===== src/rtl/mem_lsu_serial.sv =====
// MEM-stage load/store unit: serialises byte/half/word accesses onto a narrow memory port.
// Optional misaligned-access trap enabled by defining LSU_MISALIGN_TRAP_EN.
module mem_lsu_serial #(
    parameter int unsigned MEM_BYTES = 1,
    parameter int unsigned READ_LAT  = 1
) (
    input  logic                   clk,
    input  logic                   rst,
    input  logic                   req_valid_i,
    output logic                   req_ready_o,
    input  logic                   req_we_i,
    input  logic [1:0]             req_sel_i,
    input  logic                   req_sign_i,
    input  logic [31:0]            req_addr_i,
    input  logic [31:0]            req_wdata_i,
    input  logic [4:0]             req_rd_i,
    output logic                   resp_valid_o,
    output logic                   resp_wreg_o,
    output logic [4:0]             resp_rd_o,
    output logic [31:0]            resp_wdata_o,
    output logic                   misalign_o,
    output logic                   stall_o,
    output logic                   mem_ce_o,
    output logic                   mem_we_o,
    output logic [MEM_BYTES-1:0]   mem_be_o,
    output logic [31:0]            mem_addr_o,
    output logic [8*MEM_BYTES-1:0] mem_wdata_o,
    input  logic [8*MEM_BYTES-1:0] mem_rdata_i
);
    localparam int unsigned MW = 8 * MEM_BYTES;

    typedef enum logic [1:0] {IDLE, ISSUE, WAIT, DONE} state_e;

    state_e      state_q, state_d;
    logic [1:0]  beat_q, beat_d;
    logic [2:0]  lat_q, lat_d;
    logic        we_q, we_d;
    logic [1:0]  sel_q, sel_d;
    logic        sign_q, sign_d;
    logic        mis_q, mis_d;
    logic [31:0] addr_q, addr_d;
    logic [31:0] wdata_q, wdata_d;
    logic [31:0] buf_q, buf_d;
    logic [4:0]  rd_q, rd_d;

    logic [2:0]  size_c;
    logic [2:0]  off_c;
    logic        last_c;
    logic        mis_c;
    logic [31:0] ext_c;

    function automatic logic [2:0] size_of(input logic [1:0] sel);
        case (sel)
            2'd0:    return 3'd1;
            2'd1:    return 3'd2;
            2'd2:    return 3'd4;
            default: return 3'd0;
        endcase
    endfunction

    // Byte offset of the current beat within the request and last-beat detect
    assign size_c = size_of(sel_q);
    assign off_c  = 3'(32'(beat_q) * MEM_BYTES);
    assign last_c = ({1'b0, off_c} + 4'(MEM_BYTES)) >= {1'b0, size_c};

`ifdef LSU_MISALIGN_TRAP_EN
    assign mis_c = ((req_sel_i == 2'd1) && req_addr_i[0]) ||
                   ((req_sel_i == 2'd2) && (req_addr_i[1:0] != 2'b00));
`else
    assign mis_c = 1'b0;
`endif

    always_comb begin
        case (sel_q)
            2'd0:    ext_c = {{24{sign_q & buf_q[7]}}, buf_q[7:0]};
            2'd1:    ext_c = {{16{sign_q & buf_q[15]}}, buf_q[15:0]};
            default: ext_c = buf_q;
        endcase
    end

    always_ff @(posedge clk or negedge rst) begin
        if (!rst) begin
            state_q <= IDLE;
            beat_q  <= '0;
            lat_q   <= '0;
            we_q    <= 1'b0;
            sel_q   <= '0;
            sign_q  <= 1'b0;
            mis_q   <= 1'b0;
            addr_q  <= '0;
            wdata_q <= '0;
            buf_q   <= '0;
            rd_q    <= '0;
        end else begin
            state_q <= state_d;
            beat_q  <= beat_d;
            lat_q   <= lat_d;
            we_q    <= we_d;
            sel_q   <= sel_d;
            sign_q  <= sign_d;
            mis_q   <= mis_d;
            addr_q  <= addr_d;
            wdata_q <= wdata_d;
            buf_q   <= buf_d;
            rd_q    <= rd_d;
        end
    end

    always_comb begin
        logic [2:0] idx;
        idx          = '0;
        state_d      = state_q;
        beat_d       = beat_q;
        lat_d        = lat_q;
        we_d         = we_q;
        sel_d        = sel_q;
        sign_d       = sign_q;
        mis_d        = mis_q;
        addr_d       = addr_q;
        wdata_d      = wdata_q;
        buf_d        = buf_q;
        rd_d         = rd_q;
        req_ready_o  = 1'b0;
        stall_o      = 1'b0;
        resp_valid_o = 1'b0;
        resp_wreg_o  = 1'b0;
        resp_rd_o    = '0;
        resp_wdata_o = '0;
        misalign_o   = 1'b0;
        mem_ce_o     = 1'b0;
        mem_we_o     = 1'b0;
        mem_be_o     = '0;
        mem_addr_o   = '0;
        mem_wdata_o  = '0;

        case (state_q)
            IDLE: begin
                req_ready_o = 1'b1;
                stall_o     = req_valid_i;
                if (req_valid_i) begin
                    we_d    = req_we_i;
                    sel_d   = req_sel_i;
                    sign_d  = req_sign_i;
                    addr_d  = req_addr_i;
                    wdata_d = req_wdata_i;
                    rd_d    = req_rd_i;
                    mis_d   = mis_c;
                    beat_d  = '0;
                    lat_d   = '0;
                    buf_d   = '0;
                    state_d = ((req_sel_i == 2'd3) || mis_c) ? DONE : ISSUE;
                end
            end
            ISSUE: begin
                stall_o    = 1'b1;
                mem_ce_o   = 1'b1;
                mem_addr_o = addr_q + 32'(off_c);
                for (int j = 0; j < int'(MEM_BYTES); j++) begin
                    mem_be_o[j] = ({1'b0, off_c} + 4'(j)) < {1'b0, size_c};
                end
                if (we_q) begin
                    mem_we_o    = 1'b1;
                    mem_wdata_o = MW'(wdata_q >> {off_c, 3'b000});
                    if (last_c) begin
                        state_d = DONE;
                    end else begin
                        beat_d = beat_q + 2'd1;
                    end
                end else begin
                    lat_d   = '0;
                    state_d = WAIT;
                end
            end
            WAIT: begin
                stall_o = 1'b1;
                if (lat_q == 3'(READ_LAT - 1)) begin
                    // Lane j of the beat lands in request byte off+j
                    for (int j = 0; j < int'(MEM_BYTES); j++) begin
                        idx = off_c + 3'(j);
                        if (idx < size_c) begin
                            buf_d[{idx[1:0], 3'b000} +: 8] = mem_rdata_i[8*j +: 8];
                        end
                    end
                    if (last_c) begin
                        state_d = DONE;
                    end else begin
                        beat_d  = beat_q + 2'd1;
                        state_d = ISSUE;
                    end
                end else begin
                    lat_d = lat_q + 3'd1;
                end
            end
            DONE: begin
                resp_valid_o = 1'b1;
                resp_rd_o    = rd_q;
                misalign_o   = mis_q;
                resp_wreg_o  = !we_q && (sel_q != 2'd3) && !mis_q;
                resp_wdata_o = (!we_q && (sel_q != 2'd3) && !mis_q) ? ext_c : 32'h0;
                state_d      = IDLE;
            end
            default: state_d = IDLE;
        endcase
    end
endmodule

===== config.mk =====
export PLATFORM = sky130hd
export DESIGN_NAME = mem_lsu_serial
export DESIGN_NICKNAME = d
export VERILOG_FILES = /design/src/rtl/mem_lsu_serial.sv
export SDC_FILE = /design/constraint.sdc
export NUM_CORES = 1
export LEC_CHECK = 0
export CORE_MARGIN = 1
export CORE_UTILIZATION = 44
export DETAILED_ROUTE_END_ITERATION = 10
export GPL_ROUTABILITY_DRIVEN = 0
export PLACE_DENSITY_LB_ADDON = 0.1
export SLEW_MARGIN = 20
export SYNTH_ARGS = -nofsm -noshare
export SYNTH_HDL_FRONTEND = slang
export SYNTH_SLANG_ARGS = --single-unit

===== constraint.sdc =====
create_clock -name clk -period 2.7 [get_ports clk]
set_input_delay 0.675 -clock clk [delete_from_list [all_inputs] [get_ports clk]]
set_output_delay 0.675 -clock clk [all_outputs]
set_load 0.01 [all_outputs]

Word level (Yosys, flattened, before mapping). Index checks and enable logic that the tools add are counted.

Add/sub/neg operators: 5. Magnitude comparators: 3. Eq/ne operators: 14. Shift-type cells: 3. Mux-type cells: 37. Bitwise logic cells: 2. Reduce and logical (&&, ||, !) cells: 13.

Operator list (count): 32-bit two-way mux (6); 32-bit one-hot mux with 2 select lines (2); 32-bit by 2-bit adder with 32-bit output (1); 32-bit bitwise mux (1); 8-bit by 7-bit variable shift with 32-bit output (first input constant) (1); 8-bit by 7-bit variable part select with 32-bit output (1); 32-bit by 5-bit >> shifter with 8-bit output (1); 2-bit two-way mux (10); 3-bit one-hot mux with 3 select lines (2); 8-bit two-way mux (2); 2-bit inequality test (second input constant) (7); 4-bit AND reduction (3); 3-bit two-way mux (3); 2-bit equality test (second input constant) (4); 2-bit one-hot mux with 4 select lines (1); 1-bit two-way mux (7); 5-bit negator with 7-bit output (1); 2-bit by 3-bit less-than comparator with 1-bit output (2); 2-bit one-hot mux with 3 select lines (1); 5-bit two-way mux (1); 2-bit by 1-bit equality test with 1-bit output (second input constant) (2); 2-bit zero test (2); 2-bit by 1-bit adder with 3-bit output (second input constant) (1); 3-bit by 1-bit adder with 3-bit output (second input constant) (1); other kinds (13) (14).

Bits in registers: 112. Input bits: 84. Output and inout bits: 85. Logic and storage cells: 87.

Logic depth before layout (Yosys ltp).
Depth in word-level cells: 6. Depth in mapped cells: 9. Gate-level depth less buffers: 8.

Least setup slack after synthesis. OpenSTA, ideal clock, no wires.

Path kind: flip-flop to output port. Start: reg state_q[0]. End: out resp_wdata_o[21]. Arrival: 2.025 ns. Required time: 2.025 ns. Setup slack: 0.000 ns. Cell stages (with the launch flop): 9. Path buffers: 2. Path through: dfrtp_1 -> ha_1 -> inv_1 -> a211o_1 -> clkbuf_1 -> inv_1 -> o21ai_1 -> clkbuf_1 -> a21oi_1.

Longest elaborated chain between the ends: 2.

RTL lines: start: declaration (line 34) `state_e state_q, state_d;`; start signal: assignment (line 95) `state_q <= state_d;`; 2-bit equality test (line 136) `case (state_q)`; 32-bit two-way mux (line 136); end: declaration (line 20) `output logic [31:0] resp_wdata_o,`.

Every way passes these cells.

Final worst setup path.
Start: reg beat_q[1]. End: out mem_addr_o[21].

Longest elaborated chain between the ends: 2.

RTL lines: start: declaration (line 35) `logic [1:0] beat_q, beat_d;`; start signal: assignment (line 96) `beat_q <= beat_d;`; 32-bit by 2-bit adder with 32-bit output (line 157) `mem_addr_o = addr_q + 32'(off_c);`; 32-bit two-way mux (line 136); end: declaration (line 26) `output logic [31:0] mem_addr_o,`.

Every way passes these cells.

==> run_results.csv <==
group,metric,value,unit
die,core-area,13400,um2
synthesis,syn_avg_cell_area,11.3,um2
synthesis,yosysTopAreaCell,"dfrtp_1",
global_route,grt_max_degree,113,
synthesis,synth_common_cells,"dfrtp_1, mux2_2, and2_1",
layout,n_antenna_cell,0,
global_route,grt_overflow,0,
die,rows,42,
routing,postRouteWirelength,16.2,mm
critical_path,r2r_end,"beat_q[0]$_DFFE_PN0P_",
routing,drt_drc_violations_left,0,
global_route,first_global_vias,5155,
synthesis,synth-main-ff-cell,"dfrtp_1",
global_route,antenna_found_initial,0,
critical_path,critPathKind,"flip-flop to output pin",
global_route,grt_pass1_wl,26.2,mm
critical_path,crit_path_start_kind,"flip-flop",
timing,tightest_slew,0.651,ns
synthesis,synth_edf_count,0,
routing,first_pass_iters,5,
timing,worst_slack,-0.265,ns
timing,fmax,337,MHz
critical_path,crit_top_cell,"buf_6",
routing,via_count,5064,
placed_design,numPortBuffers,167,
layout,drive_above_1_share,0.362,
synthesis,yosysUniqueCellTypes,53,
synthesis,synthTopCellsByArea,"dfrtp_1, mux2_2, and2_1",
critical_path,rrSetupSlack,0.31,ns
global_route,grt_usage,0.233,
clock_network,clk_path_buf_depth,2,
critical_path,worstPathCellList,"ha_1 -> a21o_1 -> buf_6 -> nand3_4 -> buf_6 -> buf_6 -> nor3_4 -> xor2_1 -> and2_1 -> buf_2",
routing,ant_nets,0,
critical_path,critPathArrivalTime,2.29,ns
timing,post-route-min-period,2.97,ns
timing,tns,-4.03,ns
timing,skew,0.00748,ns
synthesis,ys_seq_area_frac,0.458,
die,die_height,120,um
critical_path,cp-end-kind,"output pin",
layout,multi_input_comb_area,3380,um2
clock_network,cts_buffers,9,
synthesis,synth_top_area_frac,0.458,
critical_path,worstPathRequired,2.03,ns
clock_network,htree_num_levels,3,
die,io_pins,169,
outcome,violations,"setup timing",
die,die_area,14400,um2
timing,drv_slew,0,
critical_path,rr_startpoint,"beat_q[0]$_DFFE_PN0P_",
clock_network,cts_tree,"done",
layout,fill_cells,1081,
clock_network,cts.sinks,112,
outcome,status,"finished, violations left",
synthesis,ys_seq_elements,112,
timing,slew_headroom,0.563,
critical_path,critPathMaxStageDelay,0.41,ns
critical_path,crit_slowest_cell,"dfrtp_1",
layout,area_growth,49.8,%
layout,regArea,2800,um2
timing,setup_viol_count_final,24,
routing,drt_iter0_markers,291,
layout,num-nets-final,887,
placed_design,pre_cts_slack,-0.341,ns
job,timing.max_cap.violations,0,
critical_path,reg2reg_depth,9,
min_path,hold_class,"input pin to async pin",
timing,hold_viol_final,0,
synthesis,synthMostInstantiatedCell,"dfrtp_1",
routing,wl_per_cell,16.8,um
critical_path,cp_max_fo,3,
timing,period_share,1.10,
synthesis,synth_nets,646,
synthesis,postSynthCellCount,544,
pwr,p_leak,4.46,nW
synthesis,synthesis.area,6120,um2
clock_network,cts_root_buffer,"clkbuf_16",
clock_network,insertion_delay,0.35,ns
routing,via_per_inst,5.24,
synthesis,ys_warn_count,0,
clock_network,path_clk_slew,0.07,ns
pwr,power_density,962,nW/um2
die,start_util,0.457,
die,die_w,120,um
placed_design,hpwl,10.8,mm
timing,rsz0062_at_grt,"true",
synthesis,async_flop_share,1.00,
pwr,max-vdd-ir-drop,490,uV
==> flip-flops by register name (all words and copies together) (netlist names) <==
signal,count
state_q,2
lat_q,3
buf_q,32
we_q,1
sign_q,1
wdata_q,32
addr_q,32
beat_q,2
sel_q,2
rd_q,5
==> critical path: cells and delay by family, from the launching register on <==
kind / cells / cell delay, ns
AND/OR/NAND/NOR: 3 / 0.37
adder cells (fa/ha/maj): 1 / 0.29
XOR/XNOR: 1 / 0.15
flip-flops: 1 / 0.41
buffers and inverters: 4 / 0.53
AO/OA/AOI/OAI: 1 / 0.18
==> worst max path at each step <==
stage                                       from          endpoint  slack [ns]  depth (start not counted)
after CTS                 addr_q[17]$_DFFE_PN0P_    mem_addr_o[20]       -0.26                          7
final                      beat_q[1]$_DFFE_PN0P_    mem_addr_o[21]       -0.27                         10
after detailed placement  addr_q[11]$_DFFE_PN0P_    mem_addr_o[24]       -0.34                          7
after global routing       beat_q[1]$_DFFE_PN0P_    mem_addr_o[21]       -0.39                         10
after floorplan           state_q[0]$_DFFE_PN0P_  resp_wdata_o[21]      0.0003                          8
after global placement    addr_q[11]$_DFFE_PN0P_    mem_addr_o[27]       -0.32                          7
==> metrics by stage <==
| stage | util | power, mW | cells | hold WS (ns) | area [um2] |
|---|---|---|---|---|---|
| 2_1_floorplan | - | 5.20 | 544 | 0.379 | 6120 |
| 3_3_place_gp | 0.630 | 7.15 | 921 | 0.479 | 8450 |
| 3_5_place_dp | 0.630 | 7.29 | 921 | 0.485 | 8450 |
| 4_1_cts | 0.673 | 8.78 | 955 | 0.430 | 9020 |
| 5_1_grt | 0.685 | 9.42 | 966 | 0.446 | 9180 |
| 6_report | 0.685 | 8.83 | 966 | 0.386 | 9180 |
==> timing repair <==
item                       CTS  global route
gates resized for setup    210            74
setup buffers               18            13
setup endpoints to repair   75            58
hold buffers                 0             0
gates cloned                 2             0
pin swaps                   35            32
==> cells by family after synthesis <==
family / synth area share
adders and majority gates: 0.0396
AOI/OAI and AO/OA: 0.101
other: 0.000612
DFF: 0.458
and+or+nand+nor: 0.154
xor gates and xnor gates: 0.0372
muxes: 0.172
buffers and inverters: 0.0378
==> layout make-up <==
class                   instances  share of cell area
multi-input cells             374               0.368
flip-flops and latches        112               0.306
clock inverters                 3             0.00709
inverters                      29              0.0123
repair inverters                1            0.000818
repair buffers                258               0.255
well taps                     176              0.0240
clock buffers                  13              0.0273
==> power breakdown <==
| part | switching [mW] | leakage, nW | internal, mW | total, mW |
|---|---|---|---|---|
| Clock | 0.582 | 0.154 | 0.839 | 1.42 |
| Combinational | 2.14 | 2.91 | 2.47 | 4.62 |
| Sequential | 0.453 | 1.40 | 2.33 | 2.79 |
| Total | 3.18 | 4.46 | 5.65 | 8.83 |
==> cell usage in the layout, fill, tap and decap left out, drive strengths merged, types with 3 or more instances in the layout <==
master and count:
dlymetal6s2s 11, mux2i 5, nand4 8, mux2 73, buf 120, xnor2 12, a22o 32, and2 49
nor4 8, nand2 20, ha 17, nor3b 4, nor2 8, xor2 14, clkdlybuf4s50 90, and3 6
or3 3, clkbuf 30, a21oi 30, nor2b 7, mux4 8, nand2b 5, dfrtp 112, nor3 6
dlygate4sd2 18, nand3 16, o21ai 21, inv 28, and4 4, a21boi 3
==> per-layer routing <==
metal  vias to the layer above  track usage  part of all wire
met4                         0       0.0539            0.0068
li1                       2411            -                 -
met3                         8       0.0456             0.049
met5                         -            0                 0
met2                       134        0.384              0.50
met1                      2511        0.315              0.44
Note: power is estimated with default switching activity, not from simulation.
